===== src/rtl/mult_pkg.sv =====
`timescale 1ns/1ps
`default_nettype none
// ============================================================================
//  Module      : mult_pkg
//  Description : Shared types and helpers for the multiplier console
//                controller: FSM state encoding, display-mode encoding and
//                saturation bounds for a W-bit two's-complement value.
//  Revision    : 1.0 - initial release
// ============================================================================
package mult_pkg;

    // Controller FSM states (explicit 2-bit encoding).
    typedef enum logic [1:0] {
        ST_IDLE   = 2'd0,
        ST_LAUNCH = 2'd1,
        ST_WAIT   = 2'd2,
        ST_DONE   = 2'd3
    } state_e;

    // Display source selected by the MODE switches.
    typedef enum logic [1:0] {
        MODE_LIVE = 2'b00,   // live switch operands {SW_A, SW_B}
        MODE_PROD = 2'b01,   // last completed product
        MODE_ACC  = 2'b10,   // multiply-accumulate register
        MODE_OPS  = 2'b11    // operands captured at launch
    } mode_e;

    // Widest value the bound helpers can describe.
    localparam int unsigned C_MAX_SAT_WIDTH = 64;

    // Largest positive W-bit signed value, returned in 64 bits.
    function automatic logic [C_MAX_SAT_WIDTH-1:0] sat_max(input int unsigned w);
        return (64'd1 << (w - 1)) - 64'd1;
    endfunction

    // Most negative W-bit signed value, sign-extended to 64 bits.
    function automatic logic [C_MAX_SAT_WIDTH-1:0] sat_min(input int unsigned w);
        return ~sat_max(w);
    endfunction

endpackage : mult_pkg
`default_nettype wire


===== src/rtl/btn_conditioner.sv =====
`timescale 1ns/1ps
`default_nettype none
// ============================================================================
//  Module      : btn_conditioner
//  Description : Conditions one raw active-low push button: two-flop
//                synchroniser, debounce filter and a one-cycle pulse on the
//                accepted falling edge (the press).
//  Ports       : clk      - system clock
//                rst_n    - asynchronous active-low reset
//                i_btn_n  - raw button level, active-low, asynchronous
//                o_press  - one-cycle pulse when a press is accepted
//  Revision    : 1.0 - initial release
// ============================================================================
module btn_conditioner #(
    parameter int DEB_CYCLES = 250000
) (
    input  logic clk,
    input  logic rst_n,
    input  logic i_btn_n,
    output logic o_press
);

    localparam int              CW         = (DEB_CYCLES > 1) ? $clog2(DEB_CYCLES) : 1;
    localparam logic [CW-1:0]   c_cnt_last = CW'(DEB_CYCLES - 1);

    logic          r_sync1;
    logic          r_sync2;
    logic          r_level;
    logic          r_level_q;
    logic [CW-1:0] r_cnt;

    // Synchroniser; resets to the released level so no press is invented
    // when reset is removed.
    always_ff @(posedge clk or negedge rst_n) begin
        if (!rst_n) begin
            r_sync1 <= 1'b1;
            r_sync2 <= 1'b1;
        end else begin
            r_sync1 <= i_btn_n;
            r_sync2 <= r_sync1;
        end
    end

    // Debounce: r_cnt counts consecutive samples that disagree with the
    // accepted level; any agreeing sample restarts the count, so the level
    // only moves after DEB_CYCLES consecutive differing samples.
    always_ff @(posedge clk or negedge rst_n) begin
        if (!rst_n) begin
            r_level <= 1'b1;
            r_cnt   <= '0;
        end else if (r_sync2 == r_level) begin
            r_cnt   <= '0;
        end else if (r_cnt == c_cnt_last) begin
            r_level <= r_sync2;
            r_cnt   <= '0;
        end else begin
            r_cnt   <= r_cnt + CW'(1);
        end
    end

    always_ff @(posedge clk or negedge rst_n) begin
        if (!rst_n) begin
            r_level_q <= 1'b1;
        end else begin
            r_level_q <= r_level;
        end
    end

    // Falling edge of the accepted level, high for the single cycle after
    // the level changed.
    assign o_press = r_level_q & ~r_level;

endmodule : btn_conditioner
`default_nettype wire


===== src/rtl/mult_console_ctrl.sv =====
`timescale 1ns/1ps
`default_nettype none
// ============================================================================
//  Module      : mult_console_ctrl
//  Description : Board-level controller for an N-bit sequential signed
//                multiplier. Captures operands on a debounced START press,
//                launches the multiplier with a one-cycle pulse, waits for
//                END_MULT with a timeout, holds the product, keeps a
//                saturating accumulator and muxes a display source.
//  Ports       : CLOCK, RESET        - clock, asynchronous active-low reset
//                BTN_START, BTN_CLR  - raw active-low buttons
//                MODE                - display source select
//                SW_A, SW_B          - signed operand switches
//                S, END_MULT         - multiplier product and done flag
//                MULT_START          - launch pulse to the multiplier
//                A_OP, B_OP          - operands held for the multiplier
//                DISP_VALUE/SPLIT    - value for the decimal display
//                BUSY, RESULT_VALID  - status
//                SAT, ERR_TIMEOUT    - sticky error flags
//  Revision    : 1.0 - initial release
// ============================================================================
module mult_console_ctrl
    import mult_pkg::*;
#(
    parameter int N              = 8,
    parameter int DEB_CYCLES     = 250000,
    parameter int TIMEOUT_CYCLES = 4 * N + 8
) (
    input  logic             CLOCK,
    input  logic             RESET,
    input  logic             BTN_START,
    input  logic             BTN_CLR,
    input  logic [1:0]       MODE,
    input  logic [N-1:0]     SW_A,
    input  logic [N-1:0]     SW_B,
    input  logic [2*N-1:0]   S,
    input  logic             END_MULT,
    output logic             MULT_START,
    output logic [N-1:0]     A_OP,
    output logic [N-1:0]     B_OP,
    output logic [2*N-1:0]   DISP_VALUE,
    output logic             DISP_SPLIT,
    output logic             BUSY,
    output logic             RESULT_VALID,
    output logic             SAT,
    output logic             ERR_TIMEOUT
);

    localparam int                 W          = 2 * N;
    localparam int                 TW         = $clog2(TIMEOUT_CYCLES + 1);
    localparam logic [TW-1:0]      c_tmo_last = TW'(TIMEOUT_CYCLES - 1);
    localparam logic [W-1:0]       c_acc_max  = W'(sat_max(W));
    localparam logic [W-1:0]       c_acc_min  = W'(sat_min(W));

    // ------------------------------------------------------------------
    // Button conditioning
    // ------------------------------------------------------------------
    logic w_start_press;
    logic w_clr_press;

    btn_conditioner #(
        .DEB_CYCLES (DEB_CYCLES)
    ) u_btn_start (
        .clk     (CLOCK),
        .rst_n   (RESET),
        .i_btn_n (BTN_START),
        .o_press (w_start_press)
    );

    btn_conditioner #(
        .DEB_CYCLES (DEB_CYCLES)
    ) u_btn_clr (
        .clk     (CLOCK),
        .rst_n   (RESET),
        .i_btn_n (BTN_CLR),
        .o_press (w_clr_press)
    );

    // ------------------------------------------------------------------
    // FSM: state register
    // ------------------------------------------------------------------
    state_e        r_state;
    state_e        w_state_next;
    logic [TW-1:0] r_tcnt;

    always_ff @(posedge CLOCK or negedge RESET) begin
        if (!RESET) begin
            r_state <= ST_IDLE;
        end else begin
            r_state <= w_state_next;
        end
    end

    // ------------------------------------------------------------------
    // FSM: next state. END_MULT is only looked at in WAIT, so a flag
    // still high from the previous operation during LAUNCH is ignored.
    // ------------------------------------------------------------------
    always_comb begin
        w_state_next = r_state;
        case (r_state)
            ST_IDLE: begin
                if (w_start_press) begin
                    w_state_next = ST_LAUNCH;
                end
            end
            ST_LAUNCH: begin
                w_state_next = ST_WAIT;
            end
            ST_WAIT: begin
                if (END_MULT) begin
                    w_state_next = ST_DONE;
                end else if (r_tcnt == c_tmo_last) begin
                    w_state_next = ST_IDLE;
                end
            end
            ST_DONE: begin
                w_state_next = ST_IDLE;
            end
            default: begin
                w_state_next = ST_IDLE;
            end
        endcase
    end

    // ------------------------------------------------------------------
    // FSM: outputs and datapath strobes
    // ------------------------------------------------------------------
    logic w_launch;
    logic w_busy;
    logic w_capture;
    logic w_complete;
    logic w_timeout;

    always_comb begin
        w_launch   = 1'b0;
        w_busy     = 1'b0;
        w_capture  = 1'b0;
        w_complete = 1'b0;
        w_timeout  = 1'b0;
        case (r_state)
            ST_IDLE: begin
                w_capture = w_start_press;
            end
            ST_LAUNCH: begin
                w_launch = 1'b1;
                w_busy   = 1'b1;
            end
            ST_WAIT: begin
                w_busy     = 1'b1;
                w_complete = END_MULT;
                w_timeout  = ~END_MULT & (r_tcnt == c_tmo_last);
            end
            default: begin
                w_busy = 1'b0;
            end
        endcase
    end

    // ------------------------------------------------------------------
    // Accumulator arithmetic: one guard bit; overflow shows as the two
    // top bits of the sum disagreeing.
    // ------------------------------------------------------------------
    logic [W-1:0] r_acc;
    logic [W:0]   w_sum;
    logic         w_pos_ovf;
    logic         w_neg_ovf;
    logic [W-1:0] w_acc_next;

    assign w_sum     = {r_acc[W-1], r_acc} + {S[W-1], S};
    assign w_pos_ovf = ~w_sum[W] &  w_sum[W-1];
    assign w_neg_ovf =  w_sum[W] & ~w_sum[W-1];

    always_comb begin
        if (w_pos_ovf) begin
            w_acc_next = c_acc_max;
        end else if (w_neg_ovf) begin
            w_acc_next = c_acc_min;
        end else begin
            w_acc_next = w_sum[W-1:0];
        end
    end

    // ------------------------------------------------------------------
    // Datapath registers
    // ------------------------------------------------------------------
    logic [N-1:0] r_a_op;
    logic [N-1:0] r_b_op;
    logic [W-1:0] r_product;
    logic         r_result_valid;
    logic         r_sat;
    logic         r_err_timeout;

    always_ff @(posedge CLOCK or negedge RESET) begin
        if (!RESET) begin
            r_a_op        <= '0;
            r_b_op        <= '0;
            r_tcnt        <= '0;
            r_err_timeout <= 1'b0;
        end else begin
            if (w_capture) begin
                r_a_op        <= SW_A;
                r_b_op        <= SW_B;
                r_tcnt        <= '0;
                r_err_timeout <= 1'b0;
            end else if (r_state == ST_WAIT) begin
                r_tcnt <= r_tcnt + TW'(1);
            end
            if (w_timeout) begin
                r_err_timeout <= 1'b1;
            end
        end
    end

    always_ff @(posedge CLOCK or negedge RESET) begin
        if (!RESET) begin
            r_product      <= '0;
            r_result_valid <= 1'b0;
        end else if (w_complete) begin
            r_product      <= S;
            r_result_valid <= 1'b1;
        end
    end

    // A clear press takes priority over an accumulate in the same cycle.
    always_ff @(posedge CLOCK or negedge RESET) begin
        if (!RESET) begin
            r_acc <= '0;
            r_sat <= 1'b0;
        end else if (w_clr_press) begin
            r_acc <= '0;
            r_sat <= 1'b0;
        end else if (w_complete) begin
            r_acc <= w_acc_next;
            if (w_pos_ovf || w_neg_ovf) begin
                r_sat <= 1'b1;
            end
        end
    end

    // ------------------------------------------------------------------
    // Display mux
    // ------------------------------------------------------------------
    always_comb begin
        DISP_VALUE = '0;
        DISP_SPLIT = 1'b0;
        case (mode_e'(MODE))
            MODE_LIVE: begin
                DISP_VALUE = {SW_A, SW_B};
                DISP_SPLIT = 1'b1;
            end
            MODE_PROD: begin
                DISP_VALUE = r_result_valid ? r_product : '0;
            end
            MODE_ACC: begin
                DISP_VALUE = r_acc;
            end
            MODE_OPS: begin
                DISP_VALUE = {r_a_op, r_b_op};
                DISP_SPLIT = 1'b1;
            end
            default: begin
                DISP_VALUE = '0;
            end
        endcase
    end

    assign MULT_START   = w_launch;
    assign BUSY         = w_busy;
    assign A_OP         = r_a_op;
    assign B_OP         = r_b_op;
    assign RESULT_VALID = r_result_valid;
    assign SAT          = r_sat;
    assign ERR_TIMEOUT  = r_err_timeout;

endmodule : mult_console_ctrl
`default_nettype wire


===== config.mk =====
export PLATFORM = sky130hd
export DESIGN_NAME = mult_console_ctrl
export DESIGN_NICKNAME = d
export VERILOG_FILES = /design/src/rtl/mult_pkg.sv /design/src/rtl/btn_conditioner.sv /design/src/rtl/mult_console_ctrl.sv
export SDC_FILE = /design/constraint.sdc
export NUM_CORES = 1
export LEC_CHECK = 0
export CAP_MARGIN = 0
export CORE_MARGIN = 2
export CORE_UTILIZATION = 50
export CTS_BUF_LIST = sky130_fd_sc_hd__clkbuf_8
export DETAILED_ROUTE_END_ITERATION = 12
export PLACE_DENSITY = 0.77
export SLEW_MARGIN = 10
export SYNTH_ARGS = -nofsm -noshare
export SYNTH_HDL_FRONTEND = slang
export SYNTH_SLANG_ARGS = --single-unit
export TNS_END_PERCENT = 50

===== constraint.sdc =====
create_clock -name CLOCK -period 3.1 [get_ports CLOCK]
set_clock_uncertainty 0.2 [all_clocks]
set_input_delay 0.31 -clock CLOCK [delete_from_list [all_inputs] [get_ports CLOCK]]
set_output_delay 0.31 -clock CLOCK [all_outputs]
set_load 0.02 [all_outputs]

**Yosys cells after proc, flatten, opt, wreduce, memory -nomap -nowiden**

Cells that the tools add are included.

- Add/sub/neg operators: 4
- Reductions and logical operators: 13
- Muxes and demuxes: 27
- Bitwise logic cells: 12
- Equality and inequality tests: 13

Operators by type and width:

| cell | number |
|---|---|
| 16-bit 2-to-1 mux | 5 |
| 18-bit 2-to-1 mux | 4 |
| 16-bit one-hot mux with 4 select lines | 1 |
| 18-bit by 1-bit adder with 18-bit output (second input constant) | 2 |
| 18-bit == test (second input constant) | 2 |
| 16-bit by 16-bit adder with 17-bit output | 1 |
| 6-bit 2-to-1 mux | 2 |
| 1-bit 2-to-1 mux | 11 |
| 2-bit == test (second input constant) | 4 |
| 2-bit one-hot mux with 4 select lines | 1 |
| 2-bit AND reduction | 4 |
| 2-bit nonzero test | 4 |
| 1-bit inverter | 7 |
| 6-bit by 1-bit adder with 6-bit output (second input constant) | 1 |
| 6-bit == test (second input constant) | 1 |
| 2-bit 2-to-1 mux | 3 |
| 1-bit AND | 5 |
| 2-bit by 1-bit == test with 1-bit output (second input constant) | 2 |
| 2-bit zero test | 2 |
| 2-bit OR reduction | 2 |
| 3-bit != test (second input constant) | 1 |
| 1-bit == test | 2 |
| 2-bit != test (second input constant) | 1 |
| 1-bit logical OR | 1 |

- Output and inout bits: 38
- Input bits: 39
- Register bits after elaboration: 103

**Longest topological paths before layout**

- Depth after elaboration: 7
- Mapped depth: 16

**Hierarchy**

A second synthesis with hierarchy kept.

- Cells, all modules: 637
- Area total of the unflattened synthesis: 5809.3 µm²

Modules (own cells, without submodules):

| module | area an instance (µm²) | instances | seq. area each (µm²) | cells each |
|---|---|---|---|---|
| mult_console_ctrl | 3677.3 | 1 | 1476.4 | 437 |
| btn_conditioner | 1066.0 | 2 | 555.5 | 100 |

**Least setup slack after synthesis**

No wires, ideal clock.

- Path type: reg-to-reg
- From: register r_acc[0]
- To: register r_acc[14]
- Slack: -0.216 ns
- Arrival: 3.047 ns
- Stages on the path, launching flop included: 16
- Clock period less this slack: 3.316 ns
- Setup time: 0.069 ns
- Buffers on the path: 1
- Path through: dfrtp_1 > ha_1 > inv_1 > fa_1 > nor2b_1 > o2111ai_1 > nand2_1 > a31oi_1 > o31ai_1 > nand2_1 > ha_1 > clkbuf_1 > inv_1 > nand3_1 > or4_1 > nand3_1

- Longest elaborated chain between the ends: 7
- Elaborated cells on any way between the ends: 9
- Those cells by class: add/sub (1); mux (4); bitwise (4)

Ends and longest elaborated chain:

| what | RTL line | source |
|---|---|---|
| start, declared | mult_console_ctrl.sv:163 | `logic [W-1:0] r_acc;` |
| start signal, assigned | mult_console_ctrl.sv:233 | `r_acc <= w_acc_next;` |
| 16-bit by 16-bit adder with 17-bit output (*) | mult_console_ctrl.sv:169 | `assign w_sum = {r_acc[W-1], r_acc} + {S[W-1], S};` |
| 1-bit inverter | mult_console_ctrl.sv:171 | `assign w_neg_ovf = w_sum[W] & ~w_sum[W-1];` |
| 1-bit AND | mult_console_ctrl.sv:171 |  |
| 16-bit 2-to-1 mux | mult_console_ctrl.sv:176 | `end else if (w_neg_ovf) begin` |
| 16-bit 2-to-1 mux (*) | mult_console_ctrl.sv:174 | `if (w_pos_ovf) begin` |
| 16-bit 2-to-1 mux (*) | mult_console_ctrl.sv:232 | `end else if (w_complete) begin` |
| 16-bit 2-to-1 mux (*) | mult_console_ctrl.sv:229 | `end else if (w_clr_press) begin` |

Mark *: on every way between the ends. The rest lies on a longest branch, timed or not. The select of a mux whose other input is x is not followed.
A chain may end at the register's enable or synchronous reset.

**Worst setup path after layout**

Ends and elaborated chain as after synthesis.

==> flow_summary.toml <==
[critical_path]
rrSetupSlack_ns = 0.02
critical_path_class = "flop to flop"
end_kind = "flop"
required_ns = 3.22
crit_fanout = 4
start_kind = "flop"
cp_data_arrival_time_ns = 3.21

[run_status]
status = "finished clean"

[cells_and_area]
fillCellCount = 895
diodes = 0
layout_common_cells = "nand2_1, dfrtp_1, buf_4"
area_growth_pct = 31.8
layout_commonest_cell = "nand2_1"
final_util = 0.668
instances_no_fill = 929
final_nets = 849
drive_gt1_frac = 0.186

[placement]
gp_congestion = 0.954
dp_cells = 902
portBuffers = 76
dp_hpwl_mm = 11.5

[sta]
layout_min_cycle_time_ns = 3.08
rsz0062_at_grt = "yes"
hold_violations = 0
tightestPinTransition_ns = 0.761
fmax_mhz = 324
hold_ws_ns = 0.0445
final_max_slew_viol_count = 0
tns_ns = 0
setup_violations = 0
layout_worst_path_cycle_share = 0.995
slew_headroom = 0.493

[detailed_routing]
avgRoutedWirePerCell_um = 17.1
ant_nets = 0
num_vias = 5323
wirelength_mm = 15.8
route.detailed.drc = 0
avgViaCountPerCell = 5.73
dr.first_iter.drc_count = 332
first_pass_iters = 5

[logic_synthesis]
yosys.cell_types.count = 60
yosys.area_share.adder = 0.0646
synthesis.nets = 709
synth-compound-area-share = 0.175
synthXorXnorAreaFrac = 0.0565
synth_edf_count = 0
yosysSeqAreaShare = 0.451
postSynthAreaPerCell_um2 = 8.95
ys.flop_type = "dfrtp_1"
synthMuxAreaShare = 0.00916
netlist_instances = 641
synth.cell_area_um2 = 5730
synth_warnings = 0
synth_top_family_by_area = "simple AND/OR/NAND/NOR gates"
ys_ff_latch = 103
synthSimpleGateAreaFrac = 0.199
async_flop_share = 1.00

[clock_network]
clock_path_buffers = 2
numCtsBuffers = 9
worstSkewPairLatency_ns = 0.39
ctsHtreeMaxLevel = 3
clk_pin_slew_worst_paths_ns = 0.10
cts_root_buf = "clkbuf_8"
tritoncts = "done"
clock-sinks = 103

[floorplan]
num_rows = 39
start_util = 0.507
die_w_um = 111
core_area_um2 = 11300
die_area_um2 = 12300
top_level_ports = 77
fp.dieH_um = 111

[power]
power_density_nw_per_um2 = 753
p_total_mw = 5.69
leakage_nw = 3.39
peakVddDrop_uv = 453

[flow_run]
max_cap_violations = 0

[grt]
antenna_found_initial = 0
grt_use_total = 0.256
grt_pass1_vias = 5341
grt_pass1_wl_mm = 25.7
grt_max_degree = 76
grt_overflow_total = 0

[hold_path]
hp-class = "input pin to flop"
## cells in the mapped netlist, types with 2 or more instances
cell type  number  area (um2)
nor2_1         58         218
and3_1          7        43.8
o211ai_1        2        15.0
or4_1           3        22.5
a221o_1        16         160
or3_1           9        56.3
a21oi_1        60         300
o21ai_0        42         210
o22ai_1         9        56.3
inv_1          34         128
xor2_1         15         131
buf_2           3        15.0
dfrtp_1        95        2380
buf_4           3        22.5
mux2i_1         3        30.0
nand2b_1        8        50.1
and2_1          4        25.0
nor3b_1         2        15.0
a21o_1          5        37.5
nand4_1         8        50.1
a31oi_1         3        18.8
ha_1           28         350
o31ai_1         4        30.0
xnor2_1        22         193
a21oi_2         2        17.5
clkbuf_1       22        82.6
dfstp_2         8         210
nor2b_1         7        43.8
nand3_1        20         100
a211oi_1        2        15.0
nand3b_1        2        15.0
nand2_1        96         360
nor3_1          9        45.0
nor4_1          3        18.8
mux2_2          2        22.5
## where the power goes
part	internal, mW	switching [mW]	total (mW)	leakage (nW)
Sequential	1.61	0.246	1.85	1.23
Clock	0.309	0.514	0.823	0.0909
Combinational	1.47	1.54	3.01	2.06
## worst max-delay path, cell delays in order (launching register included)
cell,delay (ns)
dfrtp_1,0.37
ha_2,0.20
inv_2,0.04
fa_2,0.38
nor2b_4,0.14
o2111ai_2,0.15
nand2_2,0.15
a31oi_4,0.10
o31ai_4,0.27
nand2_2,0.09
ha_4,0.19
inv_4,0.06
nand3_4,0.07
or4_4,0.54
nand3_2,0.07
## cell families after synthesis
kind of cell | after synthesis
AO/OA/AOI/OAI | 159
adder cells (fa/ha/maj) | 29
buffers and inverters | 63
flip-flops | 103
multiplexers | 5
AND/OR/NAND/NOR | 245
XOR/XNOR | 37
## cell type report
class	count	area (um2)	area share
Sequential cell	103	2590	0.343
Timing Repair Buffer	158	1400	0.185
Tap cell	143	179	0.0237
Multi-Input combinational cell	475	3070	0.406
Clock inverter	7	65.1	0.00861
Inverter	34	130	0.0172
Clock buffer	9	124	0.0164
## path summary, 6_finish.rpt
path                              startpoint                   to  depth (start not counted)
setup reg to reg                    r_acc[0]            r_acc[14]                         14
hold / removal                          S[0]         r_product[0]                          3
max in group asynchronous              RESET  u_btn_start.r_sync2                          3
min in group asynchronous              RESET         RESULT_VALID                          2
hold reg to reg            u_btn_clr.r_sync1    u_btn_clr.r_sync2                          0
setup / recovery                    r_acc[0]            r_acc[14]                         14
## layer usage
metal / wire, um / share of wire / global-route usage
met5: 0 / 0 / 0
met4: 670 / 0.042 / 0.119
met3: 765 / 0.048 / 0.0432
met2: 7820 / 0.49 / 0.427
met1: 6590 / 0.42 / 0.329
## through the flow
step | area, um2 | worst slack, ns
after floorplan | 5760 | -0.0347
after global placement | 7120 | -0.393
after detailed placement | 7120 | -0.503
after CTS | 7400 | -0.0314
after global routing | 7560 | -0.0900
final | 7560 | 0.0160
## flip-flops by register name (all words and copies together), names as in the netlist, 2 cells and up
register,count
u_btn_clr.r_cnt,18
u_btn_start.r_cnt,18
r_acc,16
r_product,16
A_OP,8
B_OP,8
r_tcnt,6
r_state,2
## timing repair
| action | 4_1_cts | 5_1_grt |
|---|---|---|
| cloned | 0 | 0 |
| endpoints found under the hold margin | 28 | 0 |
| pin swaps | 3 | 12 |
| hold buffers | 1 | 0 |
| setup buffers | 7 | 4 |
| endpoints found under the setup margin | 9 | 27 |
| resized for setup | 5 | 31 |
(Power assumes the default switching activity.)
